## config.mk

```make
export PLATFORM = sky130hd
export DESIGN_NAME = fetch_stage_flat
export DESIGN_NICKNAME = d
export VERILOG_FILES = /design/src/rtl/fetch_stage_pkg.sv /design/src/rtl/fetch_stage_if.sv /design/src/rtl/fetch_stage_if_id_reg.sv /design/src/rtl/fetch_stage.sv /design/src/flat_wrapper.sv
export SDC_FILE = /design/constraint.sdc
export NUM_CORES = 1
export LEC_CHECK = 0
export ABC_AREA = 1
export ABC_CLOCK_PERIOD_IN_PS = 1900
export CORE_MARGIN = 2
export CORE_UTILIZATION = 30
export CTS_CLUSTER_DIAMETER = 150
export DETAILED_ROUTE_END_ITERATION = 16
export PLACE_DENSITY_LB_ADDON = 0.12
export SLEW_MARGIN = 20
export SYNTH_ARGS = -nofsm -noshare
export SYNTH_HDL_FRONTEND = slang
export SYNTH_HIERARCHICAL = 1
export SYNTH_SLANG_ARGS = --single-unit
export TNS_END_PERCENT = 1
```

## constraint.sdc

```tcl
create_clock -name clk -period 1.9 [get_ports clk]
set_input_delay 0.38 -clock clk [delete_from_list [all_inputs] [get_ports clk]]
set_output_delay 0.38 -clock clk [all_outputs]
set_load 0.005 [all_outputs]
```

## src/rtl/fetch_stage_pkg.sv

```systemverilog
// ---------------------------------------------------------------------------
// fetch_stage_pkg
// Shared CPU definitions used by the fetch stage and the pipeline registers:
//   PC_W / INSTR_W  - word-addressed PC width and instruction width
//   NOP             - bubble instruction written into pipeline registers
//   fetchStateT     - fetch sequencer states
//   jTypeT          - jump classification produced upstream; the hazard
//                     logic turns a taken jump of any of these into flush
//   pcInc()         - PC increment, wrapping modulo 2^PC_W
// ---------------------------------------------------------------------------
package fetch_stage_pkg;

    localparam int PC_W    = 12;
    localparam int INSTR_W = 16;
    localparam logic [INSTR_W-1:0] NOP = 16'h0000;

    typedef enum logic [1:0] {
        FETCH = 2'd0,   // idle, may issue a request
        WAIT  = 2'd1,   // one request outstanding
        HOLD  = 2'd2    // response captured, decode stalled
    } fetchStateT;

    typedef enum logic [2:0] {
        J_NONE = 3'd0,
        J_JAL  = 3'd1,
        J_JR   = 3'd2,
        J_BEQ  = 3'd3,
        J_BNE  = 3'd4
    } jTypeT;

    function automatic logic [PC_W-1:0] pcInc(input logic [PC_W-1:0] pc);
        return pc + PC_W'(1);
    endfunction

endpackage

```

## src/rtl/fetch_stage_if.sv

```systemverilog
// ---------------------------------------------------------------------------
// fetch_stage_if
// Instruction-memory request/response channel.
//   imReq   - one-cycle request strobe         (master -> slave)
//   imAddr  - request word address             (master -> slave)
//   imValid - response strobe                  (slave -> master)
//   imData  - response instruction             (slave -> master)
// Only one request may be outstanding; the response comes at least one
// cycle after its request.
// ---------------------------------------------------------------------------
interface fetch_stage_if;
    import fetch_stage_pkg::*;

    logic               imReq;
    logic [PC_W-1:0]    imAddr;
    logic               imValid;
    logic [INSTR_W-1:0] imData;

    modport master (output imReq, output imAddr, input imValid, input imData);
    modport slave  (input imReq, input imAddr, output imValid, output imData);

endinterface

```

## src/rtl/fetch_stage_if_id_reg.sv

```systemverilog
// ---------------------------------------------------------------------------
// if_id_reg
// Generic pipeline register (instruction, link PC, valid) with hold/squash.
//   clk, rstN            - clock, asynchronous active-low reset
//   hold                 - keep contents; overrides squash and load
//   squash               - load a bubble {BUBBLE, 0, valid=0}
//   load                 - capture {instrIn, pcIn, valid=1}
//   instrOut/pcOut/validOut - registered contents
// With none of hold/squash/load asserted the contents are kept.
// ---------------------------------------------------------------------------
module if_id_reg
    import fetch_stage_pkg::*;
#(
    parameter int              IW     = INSTR_W,
    parameter int              PW     = PC_W,
    parameter logic [IW-1:0]   BUBBLE = NOP
) (
    input  logic          clk,
    input  logic          rstN,
    input  logic          hold,
    input  logic          squash,
    input  logic          load,
    input  logic [IW-1:0] instrIn,
    input  logic [PW-1:0] pcIn,
    output logic [IW-1:0] instrOut,
    output logic [PW-1:0] pcOut,
    output logic          validOut
);

    always_ff @(posedge clk or negedge rstN) begin
        if (!rstN) begin
            instrOut <= BUBBLE;
            pcOut    <= '0;
            validOut <= 1'b0;
        end else if (!hold) begin
            if (squash) begin
                instrOut <= BUBBLE;
                pcOut    <= '0;
                validOut <= 1'b0;
            end else if (load) begin
                instrOut <= instrIn;
                pcOut    <= pcIn;
                validOut <= 1'b1;
            end
        end
    end

endmodule

```

## src/rtl/fetch_stage.sv

```systemverilog
// ---------------------------------------------------------------------------
// fetch_stage
// Instruction fetch with single-outstanding memory requests and the IF/ID
// pipeline register.
//   clk, rstN        - clock, asynchronous active-low reset
//   stallPC          - do not issue a new request this cycle
//   stallID          - hold IF/ID; do not accept a new instruction
//   flush, jTarget   - squash IF/ID and redirect fetch to jTarget
//   im (master)      - instruction-memory channel (imReq/imAddr/imValid/imData)
//   instrID, pcID, validID - IF/ID contents (pcID is the link value addr+1)
// A flush that lands while a request is outstanding sets a drop flag so
// the stale response is discarded when it arrives.
// ---------------------------------------------------------------------------
module fetch_stage
    import fetch_stage_pkg::*;
(
    input  logic               clk,
    input  logic               rstN,
    input  logic               stallPC,
    input  logic               stallID,
    input  logic               flush,
    input  logic [PC_W-1:0]    jTarget,
    fetch_stage_if.master      im,
    output logic [INSTR_W-1:0] instrID,
    output logic [PC_W-1:0]    pcID,
    output logic               validID
);

    fetchStateT         stateReg, stateNext;
    logic [PC_W-1:0]    pcReg, pcNext;
    logic               dropReg, dropNext;
    logic [INSTR_W-1:0] holdBufReg, holdBufNext;

    logic               reqNow;
    logic               squashId;
    logic               loadId;
    logic [INSTR_W-1:0] loadInstr;
    logic [PC_W-1:0]    linkPc;

    assign linkPc = pcInc(pcReg);

    always_ff @(posedge clk or negedge rstN) begin
        if (!rstN) begin
            stateReg   <= FETCH;
            pcReg      <= '0;
            dropReg    <= 1'b0;
            holdBufReg <= '0;
        end else begin
            stateReg   <= stateNext;
            pcReg      <= pcNext;
            dropReg    <= dropNext;
            holdBufReg <= holdBufNext;
        end
    end

    always_comb begin
        stateNext   = stateReg;
        pcNext      = pcReg;
        dropNext    = dropReg;
        holdBufNext = holdBufReg;
        reqNow      = 1'b0;
        loadId      = 1'b0;
        loadInstr   = im.imData;
        // A stalled decode stage swallows the flush entirely.
        squashId    = flush & ~stallID;

        if (squashId) begin
            pcNext      = jTarget;
            holdBufNext = '0;
        end

        unique case (stateReg)
            FETCH: begin
                reqNow = ~stallPC & ~flush;
                if (reqNow) begin
                    stateNext = WAIT;
                end
            end
            WAIT: begin
                if (im.imValid) begin
                    if (squashId || dropReg) begin
                        // Response belongs to the abandoned path.
                        dropNext  = 1'b0;
                        stateNext = FETCH;
                    end else if (!stallID) begin
                        loadId    = 1'b1;
                        pcNext    = linkPc;
                        stateNext = FETCH;
                    end else begin
                        holdBufNext = im.imData;
                        stateNext   = HOLD;
                    end
                end else if (squashId) begin
                    // Keep waiting so the in-flight response is consumed,
                    // but remember to throw it away.
                    dropNext = 1'b1;
                end
            end
            HOLD: begin
                if (squashId) begin
                    stateNext = FETCH;
                end else if (!stallID) begin
                    loadId    = 1'b1;
                    loadInstr = holdBufReg;
                    pcNext    = linkPc;
                    stateNext = FETCH;
                end
            end
            default: begin
                stateNext = FETCH;
            end
        endcase
    end

    assign im.imReq  = reqNow;
    assign im.imAddr = pcReg;

    if_id_reg #(
        .IW     (INSTR_W),
        .PW     (PC_W),
        .BUBBLE (NOP)
    ) ifIdReg (
        .clk      (clk),
        .rstN     (rstN),
        .hold     (stallID),
        .squash   (squashId),
        .load     (loadId),
        .instrIn  (loadInstr),
        .pcIn     (linkPc),
        .instrOut (instrID),
        .pcOut    (pcID),
        .validOut (validID)
    );

endmodule
```

## src/flat_wrapper.sv

```systemverilog
// flat-port wrapper written by rule: the top's interface ports become plain ports
module fetch_stage_flat import fetch_stage_pkg::*;
  (clk, rstN, stallPC, stallID, flush, jTarget, instrID, pcID, validID, im_imReq, im_imAddr, im_imValid, im_imData);
  fetch_stage_if im_i ();
  input  logic clk;
  input  logic rstN;
  input  logic stallPC;
  input  logic stallID;
  input  logic flush;
  input  logic [PC_W-1:0] jTarget;
  output logic [INSTR_W-1:0] instrID;
  output logic [PC_W-1:0] pcID;
  output logic validID;
  output wire logic [$bits(im_i.imReq)-1:0] im_imReq;
  output wire logic [$bits(im_i.imAddr)-1:0] im_imAddr;
  input wire logic [$bits(im_i.imValid)-1:0] im_imValid;
  input wire logic [$bits(im_i.imData)-1:0] im_imData;
  assign im_imReq = im_i.imReq;
  assign im_imAddr = im_i.imAddr;
  assign im_i.imValid = im_imValid;
  assign im_i.imData = im_imData;
  fetch_stage u_core (.clk(clk), .rstN(rstN), .stallPC(stallPC), .stallID(stallID), .flush(flush), .jTarget(jTarget), .im(im_i), .instrID(instrID), .pcID(pcID), .validID(validID));
endmodule
```

# ---- After elaboration in Yosys (flattened, before gate mapping)
# Cells that the tools add are included.
# W data, S select, Z words.
dict set report word_totals {
  register_bits 60
  inputBits 34
  output_inout_bits 42
  elab_cells 60
}
dict set report op_classes {
  addsub 1
  n_eq_ne 6
  muxes 34
  bitwise_logic 5
  reduce_logical 7
}
# operator n
set ops {}
lappend ops {{$mux W16} 8}
lappend ops {{$mux W12} 7}
lappend ops {{$pmux W12 S2} 1}
lappend ops {{$add A12 B1 Y12 const B} 1}
lappend ops {{$mux W2} 6}
lappend ops {{$mux W1} 10}
lappend ops {{$pmux W2 S3} 1}
lappend ops {{$reduce_and A3 Y1} 2}
lappend ops {{$ne A2 B1 Y1 const B} 2}
lappend ops {{$reduce_bool A2 Y1} 2}
lappend ops {{$ne A3 B3 Y1 const B} 1}
lappend ops {{$not A1 Y1} 3}
lappend ops {{$and A1 B1 Y1} 2}
lappend ops {{$eq A2 B1 Y1 const B} 1}
lappend ops {{$eq A2 B2 Y1 const B} 1}
lappend ops {{$logic_not A2 Y1} 1}
lappend ops {{$ne A2 B2 Y1 const B} 1}
lappend ops {{$pmux W1 S2} 1}
lappend ops {{$reduce_and A2 Y1} 1}
lappend ops {{$logic_or A1 B1 Y1} 1}

# ---- Logic depth before layout (Yosys ltp)
dict set report logic_depth {
  word_depth 8
  depth_mapped 11
  ltp_nobuf 11
}

# ---- Modules after synthesis
# The synthesis kept the hierarchy.
# module n_inst cells_per_inst area_per_inst_um2 seq_area_each_um2
set modules_own_cells {}
lappend modules_own_cells {fetch_stage 1 329 2214.6 775.7}
lappend modules_own_cells {if_id_reg 1 131 1214.9 725.7}

# ---- Worst setup path before layout
# OpenSTA, ideal clock, no wires.
dict set report synth_timing {
  path_type {register to register}
  start {register u_core.stateReg[0]}
  end {register u_core.ifIdReg.instrOut[0]}
  setup_time_ns 0.117
  t_arrival_ns 1.780
  t_required_ns 1.783
  setup_slack_ns 0.003
  stages_incl_launch_ff 11
  path_buffers 3
  synth_period_minus_slack_ns 1.897
  cell_sequence {dfrtp_1 -> inv_1 -> ha_1 -> clkbuf_1 -> nand2_1 -> a211oi_1 -> o21ai_1 -> buf_4 -> buf_6 -> nand2_1 -> nand2_1}
}
dict set report synth_between {
  elab_chain_len 4
  word_cells_on_any_way 8
  cone_classes {eq/ne (2); mux (4); reduce/logical (2)}
}
# item line
set synth_rtl {}
lappend synth_rtl {{from (decl)} fetch_stage.sv:29} ;# fetchStateT stateReg, stateNext;
lappend synth_rtl {{from (signal assigned)} fetch_stage.sv:49} ;# stateReg <= stateNext;
lappend synth_rtl {{$eq A2 B2 Y1 / $eq A2 B1 Y1 (equally long branches)} fetch_stage.sv:72} ;# unique case (stateReg)
lappend synth_rtl {{$pmux W1 S2 (*)} fetch_stage.sv:72}
lappend synth_rtl {{via u_core.loadId} fetch_stage.sv:36} ;# logic loadId;
lappend synth_rtl {{$reduce_bool A2 Y1 (no source line) (*)} n/a}
lappend synth_rtl {{$reduce_and A2 Y1 (no source line) (*)} n/a}
lappend synth_rtl {{to (signal assigned)} fetch_stage_if_id_reg.sv:41} ;# instrOut <= instrIn;
lappend synth_rtl {{to (decl)} fetch_stage_if_id_reg.sv:25} ;# output logic [IW-1:0] instrOut,
# The timed path passes the listed nets; every way through them passes the cells marked *. The select of a mux whose other input is x is not followed.
# A chain may end at the register's enable or synchronous reset.

# ---- Final worst setup path
dict set report layout_timing {
  start {register u_core.pcReg[0] (netlist: u_core/im.imAddr[0])}
  end {output port im_imAddr[0]}
}
# item line
set layout_lines {}
lappend layout_lines {{from (decl)} fetch_stage.sv:30} ;# logic [PC_W-1:0] pcReg, pcNext;
lappend layout_lines {{from (signal assigned)} fetch_stage.sv:50} ;# pcReg <= pcNext;
lappend layout_lines {{to (decl)} flat_wrapper.sv:15} ;# output wire logic [$bits(im_i.imAddr)-1:0] im_imAddr;
# No word-level cell between the ends.

==> results.py <==
metrics = {
    "outcome": {
        "outcome": "completed",
    },
    "finish": {
        "syn_to_final_growth_pct": 43.6,
        "multi_input_area_um2": 1600,
        "final_cell_mix": "nand2_1 (137), clkdlybuf4s50_1 (73), dfrtp_1 (60), inv_1 (49), o21ai_0 (40)",
        "fin_util": 0.437,
        "fillers": 1160,
        "fin_nets": 595,
        "regArea_um2": 1500,
        "diodes": 0,
        "layout-drive-gt1-share": 0.125,
        "final_common_cell": "nand2_1",
    },
    "routing": {
        "via_count": 3338,
        "postRouteWirelength_mm": 9.86,
        "post_drt_wl_per_cell_um": 14.0,
        "antenna_left": 0,
        "firstDrtPassIters": 5,
        "drc": 0,
        "vias_per_cell": 4.73,
        "drt_iter0_markers": 198,
    },
    "placed_design": {
        "port_buffers": 75,
        "post-place-ws_ps": -195,
        "dp_hpwl_mm": 7.51,
        "place_congestion": 0.834,
    },
    "synthesis": {
        "ys_ff_latch": 60,
        "synth_area_leader_cell": "dfrtp_1",
        "yosys-top-cells-area": "dfrtp_1 (44%), nand2_1 (15%), o21ai_0 (5.8%)",
        "syn_inst": 460,
        "syn_avg_cell_area_um2": 7.46,
        "synth-edff-count": 0,
        "yosys_warnings": 6,
        "synth_area_um2": 3430,
        "ys_seq_area_frac": 0.438,
        "syn_nets": 498,
        "synth.distinct_cells": 35,
        "synth.top_cell.area_share": 0.438,
        "ys.flop_type": "dfrtp_1",
        "async_reset_ff_frac": 1.00,
    },
    "global_routing": {
        "gr-total-overflow": 0,
        "met3_usage": 0.0268,
        "grt_max_degree": 61,
        "grt_pass1_wl_mm": 16.5,
        "met1_usage": 0.256,
        "antenna_found_initial": 0,
        "top_usage_layer": "met1",
        "met2_usage": 0.239,
        "grt_pass1_vias": 3156,
        "grt_usage": 0.169,
    },
    "clock_tree": {
        "holdBufCountCts": 0,
        "post_cts_buffers": 0,
        "cts_max_level": 3,
        "cts-buffers-inserted": 9,
        "clock_sinks": 60,
        "clk_latency_ps": 330,
        "cts_root_buffer": "clkbuf_16",
        "cts_tree": "done",
        "clk_pin_slew_ps": 60,
        "clk_path_buf_depth": 2,
    },
    "critical_path": {
        "crit_fanout": 4,
        "max_stage_delay_ps": 510,
        "crit_arrival_ps": 1420,
        "startpoint_type": "flop",
        "worstPathCellList": "buf_4, clkdlybuf4s50_1",
        "worstPathRequired_ps": 1520,
        "cp-end-kind": "output pin",
        "path_class": "flop to output pin",
        "slowest_stage": "clkdlybuf4s50_1",
    },
    "pwr": {
        "cellPowerDensity_nw_per_um2": 1300,
        "leakage_nw": 2.41,
        "power_mw": 6.42,
        "ir_drop_v": 0.000637,
    },
    "sta": {
        "worst_pin_slew_ps": 355,
        "max_freq_mhz": 556,
        "grt_setup_unrepaired": "false",
        "final_hold_viol_count": 0,
        "skew_ps": 7.55,
        "slew-limit-headroom": 0.764,
        "post-route-min-period_ps": 1800,
        "setup_slack_ps": 102,
        "final_max_slew_viol_count": 0,
        "fin_crit_sh": 0.946,
        "finalSetupViolCount": 0,
    },
    "run": {
        "drv_cap": 0,
    },
    "floorplanning": {
        "pin_count": 76,
        "core_area_um2": 11300,
        "die_w_um": 111,
        "dieArea_um2": 12300,
        "die_h_um": 111,
        "fp-row-count": 39,
        "start_util": 0.304,
    },
    "hold_path": {
        "hold_path.class": "primary input to asynchronous set/reset pin",
    },
}
layout make-up:
type / count / share of cell area
Clock buffer: 9 / 0.0457
Multi-Input combinational cell: 321 / 0.325
Inverter: 52 / 0.0402
Sequential cell: 60 / 0.305
Tap cell: 143 / 0.0363
Clock inverter: 7 / 0.0201
Timing Repair Buffer: 113 / 0.228
cell families (layout without fill, tap and decap cells):
group	count (synthesis)	after routing	synth area share
fa+ha+maj	4	4	0.0146
compound gates	91	91	0.145
buf+inv	79	181	0.102
mux	1	1	0.00292
xor+xnor	5	5	0.0128
flops	60	60	0.438
simple gates	220	220	0.285
Yosys cell counts, types with 2 or more instances:
| cell | instances |
|---|---|
| nand2_1 | 137 |
| dfrtp_1 | 60 |
| inv_1 | 50 |
| o21ai_0 | 40 |
| nand4_1 | 31 |
| a21oi_1 | 23 |
| nand3_1 | 23 |
| nor2_1 | 20 |
| clkbuf_1 | 11 |
| o21ai_1 | 11 |
| buf_2 | 7 |
| buf_4 | 7 |
| o211ai_1 | 6 |
| ha_1 | 4 |
| xor2_1 | 4 |
| o22ai_1 | 3 |
| a211oi_1 | 2 |
| buf_6 | 2 |
| nor2_2 | 2 |
| o21ai_2 | 2 |
metrics by stage:
step           instances  hold slack [ps]  TNS (ps)  area, µm²
3_3_place_gp         689              422     -5710       4590
5_1_grt              705             86.1         0       4920
3_5_place_dp         689              421     -6480       4590
2_1_floorplan        460             84.4         0       3430
4_1_cts              705             66.9         0       4910
6_report             705             28.3         0       4920
sequential cells by signal (all words and copies together), names as in the netlist:
signal and flops:
u_core/dropReg 1, u_core/holdBufReg 16, u_core/ifIdReg/instrOut 16, u_core/stateReg 2, u_core/im.imAddr 12, u_core/ifIdReg/validOut 1, u_core/ifIdReg/pcOut 12
report_power, final:
part	internal (mW)	switching (mW)
registers	1.66	0.269
logic	1.31	1.42
clock network	1.15	0.617
critical path, delay by kind of cell, from the launching register on:
kind / cells / cell delay (ps)
DFF: 1 / 420
buffers and inverters: 2 / 670
routing by layer:
layer / vias up / wire, µm
met3: 8 / 511
li1: 1713 / -
met4: 0 / 105
met5: - / 0
met2: 79 / 4240
met1: 1538 / 5000
timing repair:
item,CTS,global route
resized for setup,1,4
endpoints found under the setup margin,1,29
pin swaps,0,1
worst paths after layout:
path	from	endpoint	slack [ps]	cells past startpoint
hold reg to reg	u_core/ifIdReg/pcOut[11]	u_core/ifIdReg/pcOut[11]	470	2
max in group asynchronous	rstN	u_core/holdBufReg[0]	1550	2
min in group clk	u_core/ifIdReg/pcOut[11]	u_core/ifIdReg/pcOut[11]	470	2
hold / removal	rstN	u_core/im.imAddr[7]	30	2
setup reg to reg	u_core/stateReg[1]	u_core/ifIdReg/pcOut[10]	130	10
setup / recovery	u_core/im.imAddr[0]	im_imAddr[0]	100	2
(Power assumes the default switching activity.)
